==> config.mk <==
export PLATFORM = sky130hd
export DESIGN_NAME = pr_stage_reg
export DESIGN_NICKNAME = d
export VERILOG_FILES = /design/src/rtl/pr_stage_reg.sv
export SDC_FILE = /design/constraint.sdc
export NUM_CORES = 1
export LEC_CHECK = 0
export ABC_AREA = 0
export CORE_ASPECT_RATIO = 0.7
export CORE_UTILIZATION = 43
export DETAILED_ROUTE_END_ITERATION = 10
export GPL_ROUTABILITY_DRIVEN = 0
export GPL_TIMING_DRIVEN = 0
export PLACE_DENSITY = 0.81
export SYNTH_ARGS = -nofsm -noshare
export SYNTH_HDL_FRONTEND = slang
export SYNTH_SLANG_ARGS = --single-unit
==> constraint.sdc <==
create_clock -name clk -period 1.96 [get_ports clk]
set_input_delay 0.196 -clock clk [delete_from_list [all_inputs] [get_ports clk]]
set_output_delay 0.196 -clock clk [all_outputs]
set_load 0.02 [all_outputs]
==> src/rtl/pr_stage_reg.sv <==
// ---------------------------------------------------------------------------
// pr_stage_reg
//   Parametrised pipeline-stage register. Carries a PC and an instruction word
//   from one stage to the next with one cycle of latency, together with a
//   valid bit. Supports hold (stall) and bubble insertion (flush) with fixed
//   priority reset > flush > stall > load, and keeps saturating stall/flush
//   event counters.
//
// Ports
//   clk        in   clock, all state updates on rising edge
//   reset      in   synchronous active-low reset
//   stall      in   hold current contents
//   flush      in   replace contents with a bubble (overrides stall)
//   in_valid   in   upstream slot holds a real instruction
//   in_pc      in   upstream PC                      [PC_W]
//   in_instr   in   upstream instruction             [INSTR_W]
//   out_valid  out  registered valid
//   out_pc     out  registered PC                    [PC_W]
//   out_instr  out  registered instruction           [INSTR_W]
//   cnt_clr    in   synchronous clear of both counters
//   stall_cnt  out  saturating count of stalled cycles [CNT_W]
//   flush_cnt  out  saturating count of flushed cycles [CNT_W]
// ---------------------------------------------------------------------------
module pr_stage_reg #(
    parameter int unsigned               PC_W      = 32,
    parameter int unsigned               INSTR_W   = 32,
    parameter logic [INSTR_W-1:0]        NOP_INSTR = '0,
    parameter logic [PC_W-1:0]           RESET_PC  = '0,
    parameter int unsigned               CNT_W     = 16
) (
    input  logic               clk,
    input  logic               reset,
    input  logic               stall,
    input  logic               flush,
    input  logic               in_valid,
    input  logic [PC_W-1:0]    in_pc,
    input  logic [INSTR_W-1:0] in_instr,
    output logic               out_valid,
    output logic [PC_W-1:0]    out_pc,
    output logic [INSTR_W-1:0] out_instr,
    input  logic               cnt_clr,
    output logic [CNT_W-1:0]   stall_cnt,
    output logic [CNT_W-1:0]   flush_cnt
);

    localparam logic [CNT_W-1:0] CNT_ONE = {{(CNT_W-1){1'b0}}, 1'b1};

    // Event qualification: a flush masks a simultaneous stall, so only one
    // of the two counters can advance in any cycle.
    logic flush_evt;
    logic stall_evt;

    always_comb begin
        flush_evt = flush;
        stall_evt = stall & ~flush;
    end

    // Datapath register
    always_ff @(posedge clk) begin
        if (!reset) begin
            out_valid <= 1'b0;
            out_pc    <= RESET_PC;
            out_instr <= NOP_INSTR;
        end else if (flush) begin
            out_valid <= 1'b0;
            out_pc    <= in_pc;
            out_instr <= NOP_INSTR;
        end else if (!stall) begin
            out_valid <= in_valid;
            out_pc    <= in_pc;
            // An invalid slot never exposes stale instruction bits.
            out_instr <= in_valid ? in_instr : NOP_INSTR;
        end
    end

    // Saturating event counters
    always_ff @(posedge clk) begin
        if (!reset) begin
            stall_cnt <= '0;
            flush_cnt <= '0;
        end else if (cnt_clr) begin
            stall_cnt <= '0;
            flush_cnt <= '0;
        end else begin
            if (stall_evt && (stall_cnt != '1)) begin
                stall_cnt <= stall_cnt + CNT_ONE;
            end
            if (flush_evt && (flush_cnt != '1)) begin
                flush_cnt <= flush_cnt + CNT_ONE;
            end
        end
    end

endmodule

After elaboration in Yosys (flattened, before gate mapping)
Index checks and enable logic that the tools add are counted.

storage, ports and cells
  bits in latches = 0
  output and inout port bits = 97
  memories = 0
  bits in read-only memories = 0
  input port bits = 70
  register bits = 97
  RAM bits = 0

operators by class
  eq/ne operators = 3
  div/mod/pow operators = 0
  add/sub/neg operators = 2
  multiplexer cells = 3
  magnitude comparators = 0
  shift operators = 0
  reductions and logical operators = 4
  bitwise gates (word level) = 3
  $mul = 0

operators with widths
  operator                 count
  $mux W32                 3
  $add A16 B1 Y16 const B  2
  $ne A16 B16 Y1 const B   2
  $reduce_or A2 Y1         2
  $logic_and A1 B1 Y1      2
  $ne A2 B1 Y1 const B     1
  $not A1 Y1               2
  $and A1 B1 Y1            1

Logic depth before layout (Yosys ltp)
Gate-level depths: netlist of run 1.

  depth in word-level cells = 3
  depth in mapped cells = 6
  gate-level depth less buffers = 5

Least setup slack after synthesis of run 1
OpenSTA, ideal clock, no wires.

  path type = register to register
  start = register stall_cnt[0]
  end = register stall_cnt[15]
  stages on the path, launching flop included = 7
  setup slack = 184 ps
  library setup time = 71 ps
  arrival = 1,705 ps
  clock period less this slack = 1,776 ps
  required time = 1,889 ps
  path through = dfxtp_1 -> ha_1 -> and2_4 -> and3_4 -> buf_6 -> or4_1 -> a21oi_1

on the way
  cells in the longest elaborated chain, start to end = 2
  elaborated cells between the ends (all ways) = 3
  classes of those cells = add/sub: 1; eq/ne: 1; reduce/logical: 1

RTL lines
  item                                                                     line  RTL
  from (decl)                                                              42    output logic [CNT_W-1:0] stall_cnt,
  from (signal assigned)                                                   86    stall_cnt <= stall_cnt + CNT_ONE;
  parallel branches: the longest is 2 deep, another holds $add A16 B1 Y16  -

Parallel ways; which one is timed is not known.
A chain may end at the register's enable or synchronous reset.

Worst setup path in the final report of run 1
  start = input port flush
  end = register stall_cnt[14]

on the way
  cells in the longest elaborated chain, start to end = 3

RTL lines
  item                 line  RTL
  from (decl)          34    input logic flush,
  $not A1 Y1           55    stall_evt = stall & ~flush;
  $and A1 B1 Y1        55
  $logic_and A1 B1 Y1  85    if (stall_evt && (stall_cnt != '1)) begin

No other way between the ends.

==> summary.txt, run 1 <==
Status
  – Status: finished clean

Logic synthesis
  – Yosys top cell by area: dfxtp_1
  – Asr flop ratio synth: 0%
  – Post-synth design cell area: 4001 um^2
  – Post-synth EDFFs: 0
  – Top_reg_cell synth: dfxtp_1
  – Sequential area share after synthesis: 48.53%
  – Syn Area/Cell: 8.814 um^2
  – Syn nets: 526
  – Cell count after synthesis: 454
  – Post-synth cell types: 48
  – Top cell type's share of synthesized area: 48.53%
  – Synth top area cells: dfxtp_1 49%, nand2_1 8.3%, a21boi_0 6.0%
  – Yosys warns: 0
  – Seq cells post-synth: 97

Timing
  – Slew @ Worst Pin: 730.6 ps
  – Fmax: 538.8 MHz
  – Final setup viols: 0
  – WHS: 423.4 ps
  – Min Tclk post-route: 1856 ps
  – Period utilization: 94.70%
  – Max Slew Vio Count: 0
  – Hold Vio Cnt, Final: 0
  – Post-route setup slack: 103.9 ps
  – Setup TNS: 0 ps
  – Clk_skew: 3.660 ps
  – Worst rel slew slack: 50.85%

Hold path
  – Min-delay worst type: input pin to flop
  – Hold_sp: in_pc[0]
  – Worst Hold End: out_pc[0]
  – Hold Path Depth: 3

Job
  – Max-Cap Viols: 0

Setup path
  – Worst reg2reg endpoint: flush_cnt[8]
  – Crit-path max FO: 8
  – RR Startpoint: flush_cnt[7]
  – R2R Setup Slk: 110 ps
  – CP Capture Type: flop
  – Reg2Reg Depth: 4
  – Startpoint Class: input pin
  – Kind of critical path: input pin to flop
  – Worst EP arrival: 2110 ps
  – Critical path data required time: 2220 ps

CTS
  – Clock transition at path regs: 70 ps
  – CTS tree: done
  – Clk root buf: clkbuf_16
  – Clk buf depth: 2
  – Num Clock Sinks: 97
  – Clk_lat worst skew: 330 ps
  – TritonCTS Buffers: 9
  – Clock H-tree levels: 3

Floorplanning
  – Die area: 9701 um^2
  – IO Count: 167
  – DIE WIDTH: 117.3 um
  – Area of the core: 9035 um^2
  – Initial Util: 44.29%
  – Die height: 82.71 um
  – Site Rows: 29

Place
  – Port bufs: 166
  – Dpl ws: -324.3 ps
  – Placed cell area: 5818 um^2
  – Dpl cells: 744
  – DPL Wire Length: 8629 um

Global route
  – Largest net degree at the start of global routing: 16
  – Initial antenna violation count: 0
  – Global-route wire length before repair: 17350 um
  – Grt total ovfl: 0
  – Tot GR Track Use: 23.18%
  – Number of global-route vias before repair: 3546

Layout
  – Layout cells sized above 1: 5.329%
  – Finished Cell Area: 6195 um^2
  – Area delta synth->final: 54.82%
  – Post-Layout Cell Count: 762
  – Utilization after layout: 68.56%
  – Antenna cell count: 0
  – Nets@finish: 705

Route
  – Vias per cell: 5.255
  – Drt total wl: 11390 um
  – Wire per inst: 14.94 um
  – Starting DRT DRC Count: 268
  – DRC viols: 0
  – Vias: 4004
  – Routed Antenna Nets: 0
  – First drt pass iteration count: 4

Power
  – Worst vdd ir: 0.0006049 V
  – Leakage Power: 2.207 nW
  – Pwr/cell area: 738.6 nW/um^2
  – Overall Power: 4.575 mW
[worst max path at each step]
stage	from	end	slack, ps	cells past startpoint
floorplan	stall_cnt[0]	stall_cnt[15]	180	6
global placement	reset	stall_cnt[6]	-300	6
global route	flush_cnt[7]	flush_cnt[8]	-10	4
finish	flush	stall_cnt[14]	100	6
detailed placement	reset	stall_cnt[1]	-320	6
CTS	reset	stall_cnt[1]	30	6
[flip-flops by register name (all words and copies together) (netlist names)]
register / flops
flush_cnt: 16
out_instr: 32
out_pc: 32
stall_cnt: 16
out_valid: 1
[report_power, final]
part           leakage [nW]  internal [mW]  switching, mW  total (mW)
sequential            0.791           2.03         0.0307        2.06
combinational          1.25          0.274          0.243       0.517
clock                 0.166           1.28          0.719        2.00
total                  2.21           3.58          0.993        4.58
[critical path, cell delays in order]
cell and delay [ps]:
clkdlybuf4s50_1 550, nor2b_1 190, clkbuf_1 370, nand4_4 210, or4_1 430, a21oi_1 150
[final cells by class]
| type | count | area, um^2 |
|---|---|---|
| plain buffers | 28 | 126.4 |
| clock buffers | 11 | 242.7 |
| clock inverters | 5 | 102.6 |
| fillers | 726 | 2840 |
| inverters | 6 | 22.52 |
| multi-input cells | 323 | 1927 |
| flip-flops and latches | 97 | 1942 |
| well taps | 124 | 155.1 |
| repair buffers | 168 | 1677 |
[cells in the mapped netlist, types with 3 or more instances]
master	number
o31ai_1	7
nor3_1	7
a211oi_1	4
nor2b_1	4
nor2_1	37
inv_1	6
a22oi_1	32
and4_1	7
o41ai_1	3
or3_1	5
or4_1	7
mux2i_1	7
o21ai_0	7
a21boi_0	32
nand2b_1	7
nand3_1	5
nand4_1	11
a21oi_1	22
dfxtp_1	97
nand2_1	89
clkbuf_1	22
and3_1	3
[logic make-up (layout without fill, tap and decap cells)]
family / Yosys count / in the layout / synth area share [%]
xor+xnor: 1 / 1 / 0.2189
flops: 97 / 97 / 48.53
mux: 7 / 7 / 1.751
fa+ha+maj: 2 / 2 / 0.6253
compound gates: 116 / 116 / 20.29
buf+inv: 34 / 218 / 3.690
simple gates: 197 / 197 / 24.89
[metal layers]
layer	vias up	wire (um)	track usage (%)	share of wire [%]
li1	1988	-	-	-
met1	1872	5274	30.84	46
met2	134	5332	37.06	47
met3	10	685	6.058	6.0
met4	0	93	6.709	0.82
met5	-	0	0	0
[placed cells by master, fill, tap and decap left out, types with 2 or more instances in the layout]
cell type        synthesis  final
nor3_1                   7      7
nand4_1                 11     11
buf_6                    2      2
clkbuf_16                0      9
clkbuf_1                22     22
nand4_4                  2      2
or4_1                    7      7
o41ai_1                  3      3
o31ai_1                  7      7
and3_1                   3      3
mux2i_1                  7      7
nand3_1                  5      5
clkdlybuf4s50_1          0    166
a31oi_1                  2      2
buf_1                    2      2
bufinv_16                0      3
or3_1                    5      5
dfxtp_1                 97     97
o21ai_0                  7      7
inv_1                    6      6
a21oi_1                 22     22
nor2b_1                  4      4
nand2_1                 89     89
a21boi_0                32     32
buf_4                    1      3
o21a_1                   2      2
ha_1                     2      2
and4_1                   7      7
o311ai_0                 2      2
nand2b_1                 7      7
nor2_1                  37     37
a22oi_1                 32     32
a211oi_1                 4      4
[timing repair]
item / in CTS / in global routing
buffers inserted: 0 / 2
gates resized for setup: 0 / 4
hold buffers: 0 / 0
setup endpoints to repair: 0 / 11
(Power assumes the default switching activity.)
==> run 2, diff against run 1 <==
- CORE_UTILIZATION: 43 -> 39
- PLACE_DENSITY: 0.81 -> 0.77
- clock period: 1.96 -> 1.53 ns (I/O delays scaled with it)
==> summary.txt, run 2 (synthesis gave the netlist of run 1 again) <==
Status
  – Status: complete, but fails checks
  – Failing checks: negative setup slack

Place
  – Port bufs: 166 (unchanged)
  – Dpl cells: 748 (+0.54%)
  – DPL Wire Length: 8815 um (+2.2%)
  – Dpl ws: -717.9 ps (-393.6 ps)
  – Placed cell area: 5908 um^2 (+1.5%)

Global route
  – Initial antenna violation count: 0 (unchanged)
  – Tot GR Track Use: 22.65% (-0.52 points)
  – Global-route wire length before repair: 19040 um (+9.7%)
  – Number of global-route vias before repair: 3933 (+11%)
  – Grt total ovfl: 0 (unchanged)
  – Largest net degree at the start of global routing: 18 (+2)

Power
  – Worst vdd ir: 0.0006758 V (+12%)
  – Overall Power: 5.753 mW (+26%)
  – Pwr/cell area: 884.3 nW/um^2 (+20%)
  – Leakage Power: 2.518 nW (+14%)

Timing
  – Hold Vio Cnt, Final: 0 (unchanged)
  – Period utilization: 103.2%
  – Setup TNS: -119.4 ps (-119.4 ps)
  – Fmax: 633.2 MHz
  – Max Slew Vio Count: 0 (unchanged)
  – Slew @ Worst Pin: 658.7 ps (-71.89 ps)
  – Clk_skew: 8.862 ps (+5.202 ps)
  – Min Tclk post-route: 1579 ps
  – Post-route setup slack: -49.24 ps (-153.1 ps)
  – Final setup viols: 4 (+4)
  – RSZ-0062 raised after global routing: true
  – Worst rel slew slack: 56.09% (+5.2 points)
  – WHS: 367.8 ps (-55.62 ps)

CTS
  – Clk_lat worst skew: 330 ps (about the same)
  – TritonCTS Buffers: 9 (unchanged)
  – Hold_buf cts: 0 (unchanged)
  – Clock transition at path regs: 70 ps (about the same)
  – Clock H-tree levels: 3 (unchanged)
  – CTS tree: done
  – Clk buf depth: 2 (unchanged)
  – Num Clock Sinks: 97 (unchanged)
  – Clk root buf: clkbuf_16

Layout
  – Area delta synth->final: 62.60%
  – Post-Layout Cell Count: 785 (+3.0%)
  – Utilization after layout: 66.16% (-2.4 points)
  – Nets@finish: 724 (+2.7%)
  – Finished Cell Area: 6506 um^2 (+5.0%)
  – Commonest non-fill, non-tap cell in the layout: clkdlybuf4s50_1
  – Largest regs: out_instr x32, out_pc x32
  – Antenna cell count: 0 (unchanged)
  – Fill cell count: 829 (+14%)
  – Most frequent cells in the layout: 140 x clkdlybuf4s50_1, 88 x nand2_1, 80 x dfxtp_1, 36 x nor2_1
  – Layout cells sized above 1: 15.07% (+9.7 points)

Setup path
  – CP Capture Type: flop
  – Startpoint Class: flop
  – Critical path data required time: 1800 ps (-420 ps)
  – Worst EP arrival: 1850 ps (-260 ps)
  – Kind of critical path: flop to flop
  – Crit-path max FO: 5 (-3)

Route
  – DRC viols: 0 (unchanged)
  – First drt pass iteration count: 5 (+1)
  – Wire per inst: 15.42 um (+3.2%)
  – Vias: 4183 (+4.5%)
  – Vias per cell: 5.329 (+1.4%)
  – Routed Antenna Nets: 0 (unchanged)
  – Drt total wl: 12100 um (+6.3%)
  – Starting DRT DRC Count: 282 (+5.2%)

Job
  – Max-Cap Viols: 0 (unchanged)

Floorplanning
  – IO Count: 167 (unchanged)
  – Die area: 10680 um^2 (+10%)
  – DIE WIDTH: 123.1 um (+4.9%)
  – Die height: 86.75 um (+4.9%)
  – Initial Util: 40.69% (-3.6 points)
  – Area of the core: 9834 um^2 (+8.8%)
  – Site Rows: 30 (+3.4%)

Hold path
  – Min-delay worst type: input pin to flop
==> run 2: worst max-delay path: stages (launching register included) <==
cell and delay (ps):
dfxtp_4 360, ha_4 160, nand4_1 80, buf_6 130, nor3_4 50, buf_6 130, or4_4 470, a21oi_2 140
==> run 2: where the power goes <==
group          total (mW)  internal, mW  leakage [nW]  switching [mW]
clock network        2.45          1.45         0.161            1.00
logic               0.677         0.357          1.56           0.320
registers            2.63          2.59         0.801          0.0396
total                5.75          4.39          2.52            1.36
==> run 2: final timing paths <==
check	start	to	slack, ps	depth (start not counted)
max	flush_cnt[1]	flush_cnt[11]	-50	7
min reg2reg	out_pc[29]	out_pc[29]	460	2
max reg2reg	flush_cnt[1]	flush_cnt[11]	-50	7
min	flush	flush_cnt[1]	370	3
==> run 2: layout make-up <==
| class | count | area, um^2 | area share, % |
|---|---|---|---|
| Inverter | 6 | 22.52 | 0.3462 |
| Tap cell | 128 | 160.2 | 2.462 |
| Timing Repair Buffer | 188 | 1832 | 28.15 |
| Multi-Input combinational cell | 323 | 2062 | 31.69 |
| Sequential cell | 97 | 1981 | 30.44 |
| Clock inverter | 7 | 100.1 | 1.538 |
| Clock buffer | 9 | 225.2 | 3.462 |
| Buffer | 27 | 123.9 | 1.904 |
==> run 2: timing repair <==
| action | 4_1_cts | 5_1_grt |
|---|---|---|
| endpoints found under the hold margin | 0 | 0 |
| pin swaps | 10 | 8 |
| endpoints found under the setup margin | 76 | 36 |
| resized for setup | 37 | 29 |
| setup buffers | 14 | 8 |
==> run 2: per-layer routing <==
| layer | global-route usage [%] | routed length (um) |
|---|---|---|
| met3 | 5.658 | 729 |
| met4 | 8.543 | 197 |
| met1 | 29.15 | 5418 |
| met5 | 0 | 0 |
| met2 | 36.67 | 5756 |
==> run 3, diff against run 2 <==
- CAP_MARGIN: not set -> 20
- CORE_MARGIN: not set -> 1
- GPL_TIMING_DRIVEN: 0 -> 1
==> summary.txt, run 3 (synthesis gave the netlist of run 1 again) <==
Status
  – Status: finished clean

Route
  – Drt total wl: 12000 um (-0.81%)
  – Vias: 4098 (-2.0%)
  – Wire per inst: 15.08 um (-2.2%)
  – Routed Antenna Nets: 0 (unchanged)
  – DRC viols: 0 (unchanged)
  – Starting DRT DRC Count: 236 (-16%)
  – First drt pass iteration count: 4 (-1)
  – Vias per cell: 5.148 (-3.4%)

Global route
  – Number of global-route vias before repair: 3997 (+1.6%)
  – Tot GR Track Use: 22.85% (+0.20 points)
  – Global-route wire length before repair: 19120 um (+0.43%)
  – Largest net degree at the start of global routing: 36 (+18)
  – Initial antenna violation count: 0 (unchanged)
  – Grt total ovfl: 0 (unchanged)

Setup path
  – Kind of critical path: flop to flop
  – Worst path bufs/invs: 1 (-1)
  – RR Startpoint: flush_cnt[1]
  – Delay-heaviest family, CP: simple AND/OR/NAND/NOR gates
  – Instance count on the critical path: 6 (-1)
  – R2R Setup Slk: 20 ps (+70 ps)
  – Crit-path max FO: 4 (-1)
  – Crit path from: flush_cnt[1]
  – Slowest cell on the critical path: or4_1
  – Worst reg2reg endpoint: flush_cnt[11]
  – CP Capture Point: flush_cnt[11]
  – Critical path data required time: 1800 ps (about the same)
  – Startpoint Class: flop
  – Reg2Reg Depth: 6 (-1)
  – Worst EP arrival: 1780 ps (-70 ps)
  – Crit path cell chain: ha_4 > nand4_1 > buf_4 > nor3_2 > or4_1 > a21oi_1
  – Crit-path max cell delay: 460 ps (about the same)
  – CP Capture Type: flop

Hold path
  – Min-delay worst type: input pin to flop

Floorplanning
  – Initial Util: 40.69% (unchanged)
  – IO Count: 167 (unchanged)
  – Area of the core: 9834 um^2 (unchanged)
  – DIE WIDTH: 123.1 um (unchanged)
  – Site Rows: 30 (unchanged)
  – Die height: 86.75 um (unchanged)
  – Die area: 10680 um^2 (unchanged)

Place
  – Placed cell area: 6243 um^2 (+5.7%)
  – Dpl ws: -353.7 ps (+364.3 ps)
  – Port bufs: 166 (unchanged)
  – DPL Wire Length: 8936 um (+1.4%)

Job
  – Max-Cap Viols: 0 (unchanged)

Timing
  – Worst rel slew slack: 75.90% (+20 points)
  – Max Slew Vio Count: 0 (unchanged)
  – Final setup viols: 0 (-4)
  – Post-route setup slack: 18.01 ps (+67.26 ps)
  – Slew @ Worst Pin: 358.9 ps (-299.8 ps)
  – Period utilization: 98.82% (-4.4 points)
  – RSZ-0062 raised after global routing: true
  – Clk_skew: 8.639 ps (-0.2233 ps)
  – Min Tclk post-route: 1512 ps (-67.26 ps)
  – Hold Vio Cnt, Final: 0 (unchanged)
  – Fmax: 661.4 MHz (+4.4%)
  – Setup TNS: 0 ps (+119.4 ps)

CTS
  – Clock transition at path regs: 70 ps (about the same)
  – Clk root buf: clkbuf_16
  – Clock H-tree levels: 3 (unchanged)
  – TritonCTS Buffers: 9 (unchanged)
  – Clk buf depth: 2 (unchanged)
  – Clk_lat worst skew: 340 ps (about the same)
  – Num Clock Sinks: 97 (unchanged)
  – CTS tree: done

Power
  – Worst vdd ir: 0.0005638 V (-17%)
  – Int Power: 4.075 mW (-7.3%)
  – Comb pwr share: 13.0% (+1.2 points)
  – Pwr/cell area: 814.3 nW/um^2 (-7.9%)
  – Switching power total: 1.298 mW (-4.6%)
  – Switching Fraction: 24.16% (+0.52 points)
  – Leakage Power: 2.658 nW (+5.6%)
  – Clk pwr share: 38.1% (-4.5 points)
  – Overall Power: 5.373 mW (-6.6%)
  – Reg power frac: 48.9% (+3.3 points)

Layout
  – Nets@finish: 735 (+1.5%)
  – Largest regs: out_instr x32, out_pc x32
  – Layout cells sized above 1: 17.81% (+2.7 points)
  – Register area: 1974 um^2 (-0.32%)
  – Most frequent cells in the layout: 133 x clkdlybuf4s50_1, 87 x nand2_1, 81 x dfxtp_1, 54 x buf_4, 37 x nor2_1
  – Finished Cell Area: 6598 um^2 (+1.4%)
  – Fill cell count: 799 (-3.6%)
  – Area delta synth->final: 64.88%
  – Antenna cell count: 0 (unchanged)
  – Commonest non-fill, non-tap cell in the layout: clkdlybuf4s50_1
  – Multi-input gate area: 2043 um^2 (-0.91%)
  – Utilization after layout: 67.09% (+0.93 points)
-- run 3: changes by cell type in the layout (fill, tap and decap cells not counted), sizes merged --
| cell | change |
|---|---|
| buf | +31 |
| inv | -2 |
| clkinv | +1 |
| dlygate4sd2 | +8 |
| clkinvlp | +1 |
| bufinv | -2 |
| clkbuf | -20 |
| clkdlybuf4s50 | -7 |
| nor3 | +1 |
-- run 3: worst min-delay path by stage --
stage | cells past startpoint | slack [ps] | to | from
after floorplan | 2 | 300 | out_instr[0] | in_instr[0]
after global placement | 2 | 450 | out_pc[21] | out_pc[21]
after detailed placement | 2 | 460 | out_pc[8] | out_pc[8]
after CTS | 3 | 360 | out_pc[24] | in_pc[24]
after global routing | 3 | 370 | out_pc[22] | in_pc[22]
final | 3 | 370 | out_pc[17] | in_pc[17]
-- run 3: power by group through the flow --
stage | registers (mW) | clock network [mW] | logic [mW]
2_1_floorplan | 2.78 | 0 | 0.186
3_3_place_gp | 2.68 | 0 | 0.686
3_5_place_dp | 2.69 | 0 | 0.701
4_1_cts | 2.63 | 2.11 | 0.702
5_1_grt | 2.64 | 2.21 | 0.754
6_report | 2.63 | 2.05 | 0.700
-- run 3: final cells by class --
type	count	area share [%]
timing repair buffer	225	32.32
inverter	6	0.3414
sequential	97	29.93
clock buffer	11	3.527
tap	128	2.427
clock inverter	5	0.4931
multi-input combinational	324	30.97
-- run 3: worst reg2reg max path: stages (launching register included) --
cell,delay (ps)
dfxtp_4,350
ha_4,150
nand4_1,100
buf_4,160
nor3_2,60
or4_1,460
a21oi_1,150
-- run 3: stage by stage --
step,instances,hold WS (ps)
after global placement,774,446.9
after detailed placement,774,456.5
final,796,370.6
after CTS,790,357.7
after floorplan,454,297.1
after global routing,796,371.0
-- run 3: what timing repair did --
| action | 4_1_cts | 5_1_grt |
|---|---|---|
| gates cloned | 0 | 1 |
| setup buffers | 0 | 5 |
| resized for setup | 33 | 22 |
| pin swaps | 5 | 7 |
| hold buffers | 0 | 0 |
| endpoints found under the setup margin | 38 | 24 |
-- run 3: metal layers --
layer	GRT usage [%]	up-vias	part of all wire (%)
met5	0	-	0
met4	5.805	0	0.92
met3	7.303	9	6.0
met2	39.99	95	49
met1	27.09	1943	44
li1	-	2051	-
